$ cat src/rtl/dmem_arbiter.sv
// Two-port arbiter for the single-port data memory: core priority, starvation guard for port A, core lock for AMOs.
// Grant is combinational and responses come 1 cycle after accept; a port that is not granted sees ready low and holds its request.
module dmem_arbiter #(
    parameter int XLEN         = 32,
    parameter int STARVE_LIMIT = 4
) (
    input  logic            clk,
    input  logic            reset,
    input  logic            c_req_valid,
    output logic            c_req_ready,
    input  logic [XLEN-1:0] c_addr,
    input  logic [63:0]     c_wdata,
    input  logic            c_we,
    input  logic [2:0]      c_funct3,
    input  logic            c_lock,
    output logic            c_rsp_valid,
    output logic [63:0]     c_rsp_rdata,
    input  logic            a_req_valid,
    output logic            a_req_ready,
    input  logic [XLEN-1:0] a_addr,
    input  logic [63:0]     a_wdata,
    input  logic            a_we,
    input  logic [2:0]      a_funct3,
    output logic            a_rsp_valid,
    output logic [63:0]     a_rsp_rdata,
    output logic [XLEN-1:0] mem_addr,
    output logic [63:0]     mem_write_data,
    output logic            mem_read,
    output logic            mem_write,
    output logic [2:0]      mem_funct3,
    input  logic [63:0]     mem_read_data,
    output logic            locked
);
    localparam int CW = 8;
    localparam logic [CW-1:0] LIMIT = CW'(STARVE_LIMIT);

    logic [CW-1:0] cnt_q, cnt_d;
    logic          locked_q, locked_d;
    logic          pend_q, pend_d;
    logic          own_a_q, own_a_d;
    logic          load_q, load_d;
    logic          grant_c, grant_a;

    // Reset forces every handshake and strobe low, including a response already in flight.
    always_comb begin
        grant_c = 1'b0;
        grant_a = 1'b0;
        if (!reset) begin
            if (locked_q)                         grant_c = c_req_valid;
            else if (cnt_q == LIMIT && a_req_valid) grant_a = 1'b1;
            else if (c_req_valid)                 grant_c = 1'b1;
            else if (a_req_valid)                 grant_a = 1'b1;
        end
    end

    assign c_req_ready = grant_c;
    assign a_req_ready = grant_a;

    always_comb begin
        mem_addr       = '0;
        mem_write_data = '0;
        mem_read       = 1'b0;
        mem_write      = 1'b0;
        mem_funct3     = '0;
        if (grant_c) begin
            mem_addr       = c_addr;
            mem_write_data = c_wdata;
            mem_read       = ~c_we;
            mem_write      = c_we;
            mem_funct3     = c_funct3;
        end else if (grant_a) begin
            mem_addr       = a_addr;
            mem_write_data = a_wdata;
            mem_read       = ~a_we;
            mem_write      = a_we;
            mem_funct3     = a_funct3;
        end
    end

    always_comb begin
        pend_d   = grant_c | grant_a;
        own_a_d  = grant_a;
        load_d   = grant_a ? ~a_we : ~c_we;
        locked_d = grant_c ? c_lock : locked_q;
        cnt_d    = '0;
        // Counting continues while locked so A wins immediately after unlock.
        if (a_req_valid && !grant_a)
            cnt_d = (cnt_q == LIMIT) ? cnt_q : cnt_q + CW'(1);
    end

    always_ff @(posedge clk) begin
        if (reset) begin
            cnt_q    <= '0;
            locked_q <= 1'b0;
            pend_q   <= 1'b0;
            own_a_q  <= 1'b0;
            load_q   <= 1'b0;
        end else begin
            cnt_q    <= cnt_d;
            locked_q <= locked_d;
            pend_q   <= pend_d;
            own_a_q  <= own_a_d;
            load_q   <= load_d;
        end
    end

    assign c_rsp_valid = pend_q & ~own_a_q & ~reset;
    assign a_rsp_valid = pend_q &  own_a_q & ~reset;
    assign c_rsp_rdata = (c_rsp_valid && load_q) ? mem_read_data : '0;
    assign a_rsp_rdata = (a_rsp_valid && load_q) ? mem_read_data : '0;
    assign locked      = locked_q;
endmodule

$ cat config.mk
export PLATFORM = sky130hd
export DESIGN_NAME = dmem_arbiter
export DESIGN_NICKNAME = d
export VERILOG_FILES = /design/src/rtl/dmem_arbiter.sv
export SDC_FILE = /design/constraint.sdc
export NUM_CORES = 1
export LEC_CHECK = 0
export CORE_AREA = 5 5 193 195
export CTS_BUF_LIST = sky130_fd_sc_hd__clkbuf_8 sky130_fd_sc_hd__clkbuf_16
export DETAILED_ROUTE_END_ITERATION = 10
export DIE_AREA = 0 0 198 200
export PLACE_DENSITY_LB_ADDON = 0.2
export SLEW_MARGIN = 20
export SYNTH_ARGS = -nofsm -noshare
export SYNTH_HDL_FRONTEND = slang
export SYNTH_SLANG_ARGS = --single-unit
$ cat constraint.sdc
create_clock -name clk -period 5.3 [get_ports clk]
set_input_delay 1.325 -clock clk [delete_from_list [all_inputs] [get_ports clk]]
set_output_delay 1.325 -clock clk [all_outputs]
set_load 0.01 [all_outputs]
==> results.sh <==
export IMPL_grt_util_met1=0.0951
export IMPL_core_sq_mm=0.0352
export IMPL_post_drt_wl_per_cell_microns=16.9
export IMPL_endpoint_kind="primary output"
export IMPL_synth_main_ff_cell="dfxtp_1"
export IMPL_crit_reg2reg_launch="cnt_q[0]$_SDFFE_PP0P_"
export IMPL_fin_ws_ns=0.258
export IMPL_grt_pass1_vias=4650
export IMPL_p_switching_mw=0.195
export IMPL_clock_skew_ns=0.000782
export IMPL_cts_tree="built"
export IMPL_drc=0
export IMPL_max_slew_worst_pin_slew_ns=0.357
export IMPL_rows=69
export IMPL_grt_use_total=0.0942
export IMPL_synthToLayoutAreaGrowth_pct=225
export IMPL_gp_congestion=0.782
export IMPL_whs_ns=0.536
export IMPL_clk_latency_ns=0.24
export IMPL_cp_start_kind="primary input"
export IMPL_rsz0062_at_grt="no"
export IMPL_synth_edf_count=0
export IMPL_drive_above_1_share=0.0305
export IMPL_setup_violations=0
export IMPL_dr_total_vias=4484
export IMPL_numCtsBuffers=3
export IMPL_cts_resized=0
export IMPL_io_pins=503
export IMPL_antenna_left=0
export IMPL_fin_crit_sh=0.951
export IMPL_grt_overflow_total=0
export IMPL_worst_endpoint_required_ns=3.97
export IMPL_setup_tns_ns=0
export IMPL_p_leak_nw=2.99
export IMPL_peakVddDrop_v=0.000134
export IMPL_p_sw_frac=0.271
export IMPL_post_cts_buffers=0
export IMPL_drv_cap=0
export IMPL_synth_seq_cells=12
export IMPL_cts_hold_buf=0
export IMPL_use_met2=0.183
export IMPL_vias_per_cell=3.50
export IMPL_finalHoldViolCount=0
export IMPL_cts_sinks=12
export IMPL_arrival_ns=3.72
export IMPL_grt_pass1_wl_microns=29000
export IMPL_clk_pin_slew_ns=0.05
export IMPL_p_clk_frac=0.219
export IMPL_dpl_hpwl_microns=19100
export IMPL_grt_max_degree=65
export IMPL_p_int_mw=0.523
export IMPL_wl_microns=21700
export IMPL_syn_num_nets=606
export IMPL_start_util=0.0715
export IMPL_fp_dieH_microns=200
export IMPL_maxSlewViolCount=0
export IMPL_grt_busiest_layer="met2"
export IMPL_rr_worst_depth=7
export IMPL_antenna_cells=0
export IMPL_min_from="cnt_q[7]$_SDFFE_PP0P_"
export IMPL_r2r_slack_ns=3.35
export IMPL_combPwrFrac=0.648
export IMPL_stdcell_count=1282
export IMPL_reg2reg_to="cnt_q[2]$_SDFFE_PP0P_"
export IMPL_drtIter0Drc=146
export IMPL_worst_setup_path_type="in -> out"
export IMPL_port_buffer_count=502
export IMPL_regArea_sq_um=240
export IMPL_whs_endpoint="cnt_q[7]$_SDFFE_PP0P_"
export IMPL_min_delay_path_depth=2
export IMPL_async_flop_share=0
export IMPL_timing_hold_worst_class="reg -> reg"
export IMPL_fmax_ghz=0.198
export IMPL_status="completed"
export IMPL_synthDistinctLibCells=31
export IMPL_min_period_ns=5.04
export IMPL_avgSynthCellArea_sq_um=7.52
export IMPL_fin_nets=1093
export IMPL_drt_first_pass_iters=4
export IMPL_clockRootBuffer="clkbuf_16"
export IMPL_final_core_utilization=0.233
export IMPL_htreeDepth=1
export IMPL_netlist_instances=335
export IMPL_slew_headroom=0.762
export IMPL_grt_antenna_before_repair=0
export IMPL_yosys_warnings=0
export IMPL_grt_use_met3=0.0354
export IMPL_netlist_area_sq_mm=0.00252
export IMPL_power_density_mw_per_mm2=87.6
export IMPL_dp_slack_ns=0.217
export IMPL_die_area_sq_mm=0.0396
export IMPL_max_clock_path_buffers=2
export IMPL_fillers=3860
export IMPL_power_frac_seq=0.134
export IMPL_ys_seq_area_frac=0.0954
export IMPL_crit_fanout=25
export IMPL_placed_cells=1278
export IMPL_multi_input_area_sq_mm=0.00202
export IMPL_die_w_microns=198
==> critical path, stage by stage <==
cell and delay, ns:
clkdlybuf4s50_1 0.47, a21boi_1 0.17, or3_4 0.41, clkinv_2 0.28, buf_12 0.23, a22o_1 0.22
clkdlybuf4s50_1 0.58
==> per-stage QoR <==
stage               cell area, sq um  power, mW
global route                    8190      0.752
finish                          8190      0.717
floorplan                       2520      0.215
global placement                8100      0.570
detailed placement              8100      0.567
CTS                             8190      0.726
==> power by group through the flow <==
stage / logic [mW] / clock network, mW / registers (mW)
2_1_floorplan: 0.118 / 0 / 0.0969
3_3_place_gp: 0.472 / 0 / 0.0977
3_5_place_dp: 0.470 / 0 / 0.0976
4_1_cts: 0.472 / 0.157 / 0.0959
5_1_grt: 0.493 / 0.162 / 0.0963
6_report: 0.465 / 0.157 / 0.0959
==> worst max-delay path by stage <==
stage	slack (ns)	end	startpoint	cells past startpoint
after floorplan	1.56	mem_addr[0]	a_req_valid	7
after global placement	0.27	mem_write_data[63]	c_req_valid	7
after detailed placement	0.22	mem_write_data[63]	reset	7
after CTS	0.21	mem_write_data[0]	reset	7
after global routing	0.15	mem_write_data[23]	c_req_valid	7
final	0.26	mem_write_data[63]	c_req_valid	7
==> synthesized netlist by cell type, drive strengths merged, types with 2 or more instances <==
master,instances,area share
nor2b,3,0.0075
a22o,100,0.35
and3,3,0.0075
and2,129,0.32
nand3,6,0.012
clkbuf,23,0.034
xor2,5,0.017
nand2b,2,0.0050
ha,2,0.0099
nand2,8,0.012
dfxtp,12,0.095
buf,12,0.060
inv,6,0.0089
nor2,10,0.015
==> layout by cell type (no fill, tap or decap) <==
cell / count
xnor2_1: 1
buf_4: 7
nor2_4: 1
inv_1: 5
o32ai_1: 1
o22ai_1: 1
nand3_1: 6
clkdlybuf4s50_1: 502
and3_1: 3
a21boi_1: 1
ha_1: 2
nand3b_1: 1
nand2b_1: 2
clkbuf_8: 1
nand2_1: 8
nor3_2: 1
or3_4: 1
a211oi_1: 1
and4bb_4: 1
a22o_1: 100
xor2_1: 5
nor2_1: 9
clkinv_2: 2
buf_12: 8
nand4_1: 1
dfxtp_1: 12
a2111oi_0: 1
a31oi_1: 1
clkbuf_16: 3
nor2b_1: 3
and2_1: 129
a221oi_1: 1
==> layer usage <==
layer  wire [microns]  up-vias
met4              506        0
met1             7210     1972
met5                0        -
li1                 -     2178
met2            11400      316
met3             2560       18
==> cells by family after synthesis <==
family	Yosys count	synth area share
DFF	12	0.0954
xor gates and xnor gates	6	0.0209
AOI/OAI and AO/OA	107	0.369
and+or+nand+nor	166	0.399
adders and majority gates	2	0.00993
buffers and inverters	42	0.105
==> cell type report <==
type | count | area share
multi-input combinational | 281 | 0.247
clock buffer | 4 | 0.0108
tap | 461 | 0.0704
inverter | 7 | 0.00351
sequential | 12 | 0.0293
timing repair buffer | 517 | 0.639
==> registers in the layout, summed over array words and instances, names as in the netlist <==
name	count
cnt_q	8
load_q	1
own_a_q	1
pend_q	1
locked	1
(Power assumes the default switching activity.)
